`src/rtl/latch_sched_pkg.sv`:
```
// Shared types and timing defaults for the latch write scheduler.
// Sized so the one phase counter can hold the longest setup/enable/hold phase.
package latch_sched_pkg;

   typedef enum logic [1:0] {
      StIdle,
      StSetup,
      StEnable,
      StHold
   } sched_state_e;

   localparam int unsigned DefSetupCyc = 1;
   localparam int unsigned DefEnCyc    = 2;
   localparam int unsigned DefHoldCyc  = 1;

   function automatic int unsigned cnt_width(input int unsigned setup_cyc,
                                             input int unsigned en_cyc,
                                             input int unsigned hold_cyc);
      int unsigned m;
      m = setup_cyc;
      if (en_cyc > m) m = en_cyc;
      if (hold_cyc > m) m = hold_cyc;
      return (m < 1) ? 1 : $clog2(m + 1);
   endfunction

endpackage

```
`src/rtl/rr_arbiter.sv`:
```
// Combinational round-robin arbiter: first asserted request at or above the
// pointer, wrapping around, wins.
module rr_arbiter #(
   parameter int unsigned NUM_REQ = 4,
   localparam int unsigned IdW    = $clog2(NUM_REQ)
) (
   input  logic [NUM_REQ-1:0] req_i,
   input  logic [IdW-1:0]     ptr_i,
   output logic [NUM_REQ-1:0] gnt_o,
   output logic [IdW-1:0]     idx_o,
   output logic               any_o
);

   logic [IdW:0] j;

   always_comb begin
      gnt_o = '0;
      idx_o = '0;
      any_o = 1'b0;
      j     = '0;
      for (int k = 0; k < NUM_REQ; k++) begin
         j = {1'b0, ptr_i} + (IdW + 1)'(k);
         if (j >= (IdW + 1)'(NUM_REQ)) j = j - (IdW + 1)'(NUM_REQ);
         if (!any_o && req_i[j[IdW-1:0]]) begin
            any_o                = 1'b1;
            gnt_o[j[IdW-1:0]]    = 1'b1;
            idx_o                = j[IdW-1:0];
         end
      end
   end

endmodule

```
`src/rtl/latch_wr_sched.sv`:
```
// Write scheduler for a shared bank of level-sensitive latches: round-robin
// accept, then setup / enable pulse / hold so D is stable around every En window.
module latch_wr_sched
   import latch_sched_pkg::*;
#(
   parameter int unsigned NUM_REQ   = 4,
   parameter int unsigned NUM_LATCH = 8,
   parameter int unsigned DATA_W    = 8,
   parameter int unsigned ADDR_W    = 3,
   parameter int unsigned SETUP_CYC = DefSetupCyc,
   parameter int unsigned EN_CYC    = DefEnCyc,
   parameter int unsigned HOLD_CYC  = DefHoldCyc
) (
   input  logic                        clk,
   input  logic                        rst_n,
   input  logic [NUM_REQ-1:0]          req_valid,
   output logic [NUM_REQ-1:0]          req_ready,
   input  logic [NUM_REQ*ADDR_W-1:0]   req_addr,
   input  logic [NUM_REQ*DATA_W-1:0]   req_data,
   output logic [DATA_W-1:0]           lat_D,
   output logic [NUM_LATCH-1:0]        lat_En,
   output logic                        busy,
   output logic                        done,
   output logic [$clog2(NUM_REQ)-1:0]  done_id,
   output logic                        addr_err
);

   localparam int unsigned IdW     = $clog2(NUM_REQ);
   localparam int unsigned CntW    = cnt_width(SETUP_CYC, EN_CYC, HOLD_CYC);
   localparam logic        HoldOne = (HOLD_CYC == 1);

   sched_state_e          state_q;
   logic [CntW-1:0]       cnt_q;
   logic [IdW-1:0]        ptr_q;
   logic [IdW-1:0]        id_q;
   logic [ADDR_W-1:0]     addr_q;
   logic [DATA_W-1:0]     data_q;
   logic [NUM_LATCH-1:0]  en_q;
   logic                  done_q;
   logic                  err_q;

   logic [NUM_REQ-1:0]    gnt;
   logic [IdW-1:0]        gnt_idx;
   logic                  gnt_any;
   logic [NUM_LATCH-1:0]  addr_dec;
   logic [IdW-1:0]        ptr_next;

   rr_arbiter #(
      .NUM_REQ (NUM_REQ)
   ) u_arb (
      .req_i (req_valid),
      .ptr_i (ptr_q),
      .gnt_o (gnt),
      .idx_o (gnt_idx),
      .any_o (gnt_any)
   );

   // An out-of-range captured address decodes to all zeros, which doubles as the error flag.
   always_comb begin
      addr_dec = '0;
      for (int i = 0; i < NUM_LATCH; i++) begin
         if (addr_q == ADDR_W'(i)) addr_dec[i] = 1'b1;
      end
   end

   always_comb begin
      ptr_next = gnt_idx + IdW'(1);
      if (gnt_idx == IdW'(NUM_REQ - 1)) ptr_next = '0;
   end

   always_ff @(posedge clk or negedge rst_n) begin
      if (!rst_n) begin
         state_q <= StIdle;
         cnt_q   <= '0;
         ptr_q   <= '0;
         id_q    <= '0;
         addr_q  <= '0;
         data_q  <= '0;
         en_q    <= '0;
         done_q  <= 1'b0;
         err_q   <= 1'b0;
      end else begin
         unique case (state_q)
            StIdle: begin
               if (gnt_any) begin
                  addr_q  <= req_addr[gnt_idx*ADDR_W +: ADDR_W];
                  data_q  <= req_data[gnt_idx*DATA_W +: DATA_W];
                  id_q    <= gnt_idx;
                  ptr_q   <= ptr_next;
                  cnt_q   <= CntW'(SETUP_CYC - 1);
                  state_q <= StSetup;
               end
            end
            StSetup: begin
               if (cnt_q == '0) begin
                  en_q    <= addr_dec;
                  cnt_q   <= CntW'(EN_CYC - 1);
                  state_q <= StEnable;
               end else begin
                  cnt_q <= cnt_q - CntW'(1);
               end
            end
            StEnable: begin
               if (cnt_q == '0) begin
                  en_q    <= '0;
                  cnt_q   <= CntW'(HOLD_CYC - 1);
                  done_q  <= HoldOne;
                  err_q   <= HoldOne & ~|addr_dec;
                  state_q <= StHold;
               end else begin
                  cnt_q <= cnt_q - CntW'(1);
               end
            end
            StHold: begin
               if (cnt_q == '0) begin
                  done_q  <= 1'b0;
                  err_q   <= 1'b0;
                  state_q <= StIdle;
               end else begin
                  cnt_q <= cnt_q - CntW'(1);
                  // Raise done one cycle early so it is registered in the final hold cycle.
                  if (cnt_q == CntW'(1)) begin
                     done_q <= 1'b1;
                     err_q  <= ~|addr_dec;
                  end
               end
            end
            default: state_q <= StIdle;
         endcase
      end
   end

   assign req_ready = (state_q == StIdle) ? gnt : '0;
   assign lat_D     = data_q;
   assign lat_En    = en_q;
   assign busy      = (state_q != StIdle);
   assign done      = done_q;
   assign done_id   = id_q;
   assign addr_err  = err_q;

endmodule

```
`config.mk`:
```
export PLATFORM = sky130hd
export DESIGN_NAME = latch_wr_sched
export DESIGN_NICKNAME = d
export VERILOG_FILES = /design/src/rtl/latch_sched_pkg.sv /design/src/rtl/rr_arbiter.sv /design/src/rtl/latch_wr_sched.sv
export SDC_FILE = /design/constraint.sdc
export NUM_CORES = 1
export LEC_CHECK = 0
export CORE_ASPECT_RATIO = 1.1
export CORE_MARGIN = 2
export CORE_UTILIZATION = 50
export CTS_BUF_LIST = sky130_fd_sc_hd__clkbuf_2 sky130_fd_sc_hd__clkbuf_4 sky130_fd_sc_hd__clkbuf_8
export CTS_CLUSTER_DIAMETER = 40
export DETAILED_ROUTE_END_ITERATION = 10
export PLACE_DENSITY = 0.95
export SLEW_MARGIN = 30
export SYNTH_ARGS = -nofsm -noshare
export SYNTH_HDL_FRONTEND = slang
export SYNTH_SLANG_ARGS = --single-unit
```
`constraint.sdc`:
```
create_clock -name clk -period 10.24 [get_ports clk]
set_input_delay 1.536 -clock clk [delete_from_list [all_inputs] [get_ports clk]]
set_output_delay 1.536 -clock clk [all_outputs]
set_load 0.1 [all_outputs]
```
==> results.json <==
{
  "outcome": "complete, no violations",
  "r2r_cells": 8,
  "pin_count": 75,
  "report.final.hold_viol_count": 0,
  "ys_top_cells_by_count": "dfrtp_1, mux2i_1, nand2_1",
  "dieArea_um2": 5217,
  "grt_pass1_vias": 2170,
  "wl_um": 5815,
  "hpwl_um": 4298,
  "gp_congestion": 0.8374,
  "antenna_cells": 0,
  "drtIter0Drc": 155,
  "endpoint_kind": "primary output",
  "max_freq_ghz": 0.1635,
  "synth_nets": 314,
  "post-synth-top-count-cell": "dfrtp_1",
  "netlist_area_um2": 2327,
  "vias": 2232,
  "cts_buffers": 5,
  "yosys.area.top_type_share_pct": 31.18,
  "rsz0062_at_grt": "false",
  "slew_headroom_pct": 34.22,
  "reg2reg_slack_ns": 6.77,
  "drt_pass1_iterations": 4,
  "cts.sinks": 29,
  "cp-start-kind": "primary input",
  "synth.avg_cell_area_um2": 9.384,
  "yosysUniqueCellTypes": 45,
  "hold_path.class": "flop to flop",
  "area_growth_pct": 34.19,
  "setup_slack_ns": 4.125,
  "grt_usage_pct": 22.80,
  "root_buffer": "clkbuf_8",
  "drive_above_1_share_pct": 6.051,
  "synth_top_area_cell": "dfrtp_1",
  "clockBufferDepth": 2,
  "final_max_slew_viol_count": 0,
  "grt_remaining_overflow": 0,
  "post-route-drc-count": 0,
  "path_clk_slew_ns": 0.07,
  "ant_nets": 0,
  "post_drt_via_cell_ratio": 6.032,
  "path_class": "primary input to primary output",
  "dieHeight_um": 75.56,
  "cp.arrival_ns": 4.58,
  "nFillCells": 348,
  "skew_ns": 0.006628,
  "cts_resized": 0,
  "grt_max_degree": 31,
  "setup_tns_ns": 0,
  "startpoint": "req_valid[0]",
  "htreeDepth": 2,
  "place_ws_ns": 4.129,
  "antenna_found_initial": 0,
  "worstMarginPinSlew_ns": 0.9836,
  "multi_input_area_um2": 1451,
  "setup_viol": 0,
  "cts_hold_repair.buffers": 0,
  "wire_per_inst_um": 15.72,
  "synth_ff_type": "dfrtp_1",
  "row_count": 26,
  "synth-async-reset-ratio_pct": 100.0,
  "cts_tree": "built",
  "grt_pass1_wl_um": 9666,
  "yosysWarningCount": 0,
  "synth.ff_latch_count": 29,
  "ff_latch_area_um2": 725.7,
  "endpoint": "req_ready[0]",
  "worstSkewPairLatency_ns": 0.28,
  "cap_violations": 0,
  "die_w_um": 69.05,
  "ys_seq_area_share_pct": 31.18,
  "numPortBuffers": 74,
  "coreArea_um2": 4554,
  "cp_max_fo": 9,
  "synthCells": 248,
  "synth.area.top_cells": "dfrtp_1, mux2i_1, ha_1, o21ai_0, a221oi_1",
  "cts_setup_buffers": 0,
  "start_util_pct": 51.10,
  "nets": 379,
  "fin_crit_sh_pct": 59.72,
  "crit-reg2reg-launch": "ptr_q[1]",
  "worstReg2RegEnd": "lat_D[7]",
  "synth_edf_count": 0,
  "fin_crit_ns": 6.115,
  "critPathRequiredTime_ns": 8.70
}
layout make-up:
class / count / area share [%]
Clock buffer: 5 / 2.204
Clock inverter: 3 / 0.5609
Inverter: 9 / 1.082
Multi-Input combinational cell: 192 / 46.47
Sequential cell: 29 / 23.24
Tap cell: 56 / 2.244
Timing Repair Buffer: 76 / 24.20
registers in the layout, indices dropped and copies added, names as in the netlist:
name	count
ptr_q	2
done_id	2
addr_q	3
cnt_q	2
done	1
lat_D	8
state_q	2
lat_En	8
addr_err	1
cell usage in the layout, fill, tap and decap left out, types with 3 or more instances in the layout:
cell type        instances
a2111oi_0                3
a2111oi_1                3
a21oi_1                  4
a221oi_1                10
a22oi_1                 10
clkbuf_8                 5
clkdlybuf4s50_1         74
dfrtp_1                 29
ha_1                    16
inv_1                    9
mux2i_1                 28
nand2_1                 21
nand2b_1                 3
nor2_1                  18
nor3_1                   8
o21ai_0                 19
o22a_1                   5
o22ai_1                  9
o31ai_1                  3
o41ai_1                  4
cells by family after synthesis:
group,count (synthesis),share of synthesized area (%)
compound gates,83,26.29
simple gates,60,12.10
mux,31,14.46
flops,29,31.18
buf+inv,27,6.613
fa+ha+maj,16,8.602
xor+xnor,2,0.7528
worst min-delay path by stage:
stage | to | cells after the start | slack, ns | start
final | lat_En[1] | 2 | 0.48 | lat_En[1]
after global routing | done_id[0] | 2 | 0.51 | done_id[0]
after CTS | lat_En[1] | 2 | 0.49 | lat_En[1]
after detailed placement | lat_En[1] | 2 | 0.46 | lat_En[1]
after global placement | done_id[1] | 2 | 0.47 | done_id[1]
after floorplan | lat_En[4] | 1 | 0.50 | addr_q[0]
worst max-delay path: stages:
cell and delay, ns:
clkdlybuf4s50_1 0.55, or3_1 0.41, o32ai_1 0.37, nor2b_1 0.33
a221oi_1 0.14, nor2_1 0.12, clkdlybuf4s50_1 1.13
routing by layer:
layer  vias up  share of wire [%]  GRT usage [%]  wire length, µm
li1       1076                  -              -                -
met1      1064                 41          27.37             2364
met2        84                 51          40.38             2983
met3         8                6.3          5.159              368
met4         0                1.7          9.368               99
met5         -                  0              0                0
through the flow:
stage / std cells / util [%] / cell area, µm² / hold slack [ns]
floorplan: 248 / - / 2327 / 0.5030
global placement: 362 / 66.59 / 3033 / 0.4687
detailed placement: 362 / 66.59 / 3033 / 0.4643
CTS: 370 / 68.49 / 3119 / 0.4852
global route: 370 / 68.57 / 3123 / 0.5102
finish: 370 / 68.57 / 3123 / 0.4807
Power is left out: the tool's default activity adds up to more than one toggle a clock period on the data nets, which glitch-free logic cannot reach.
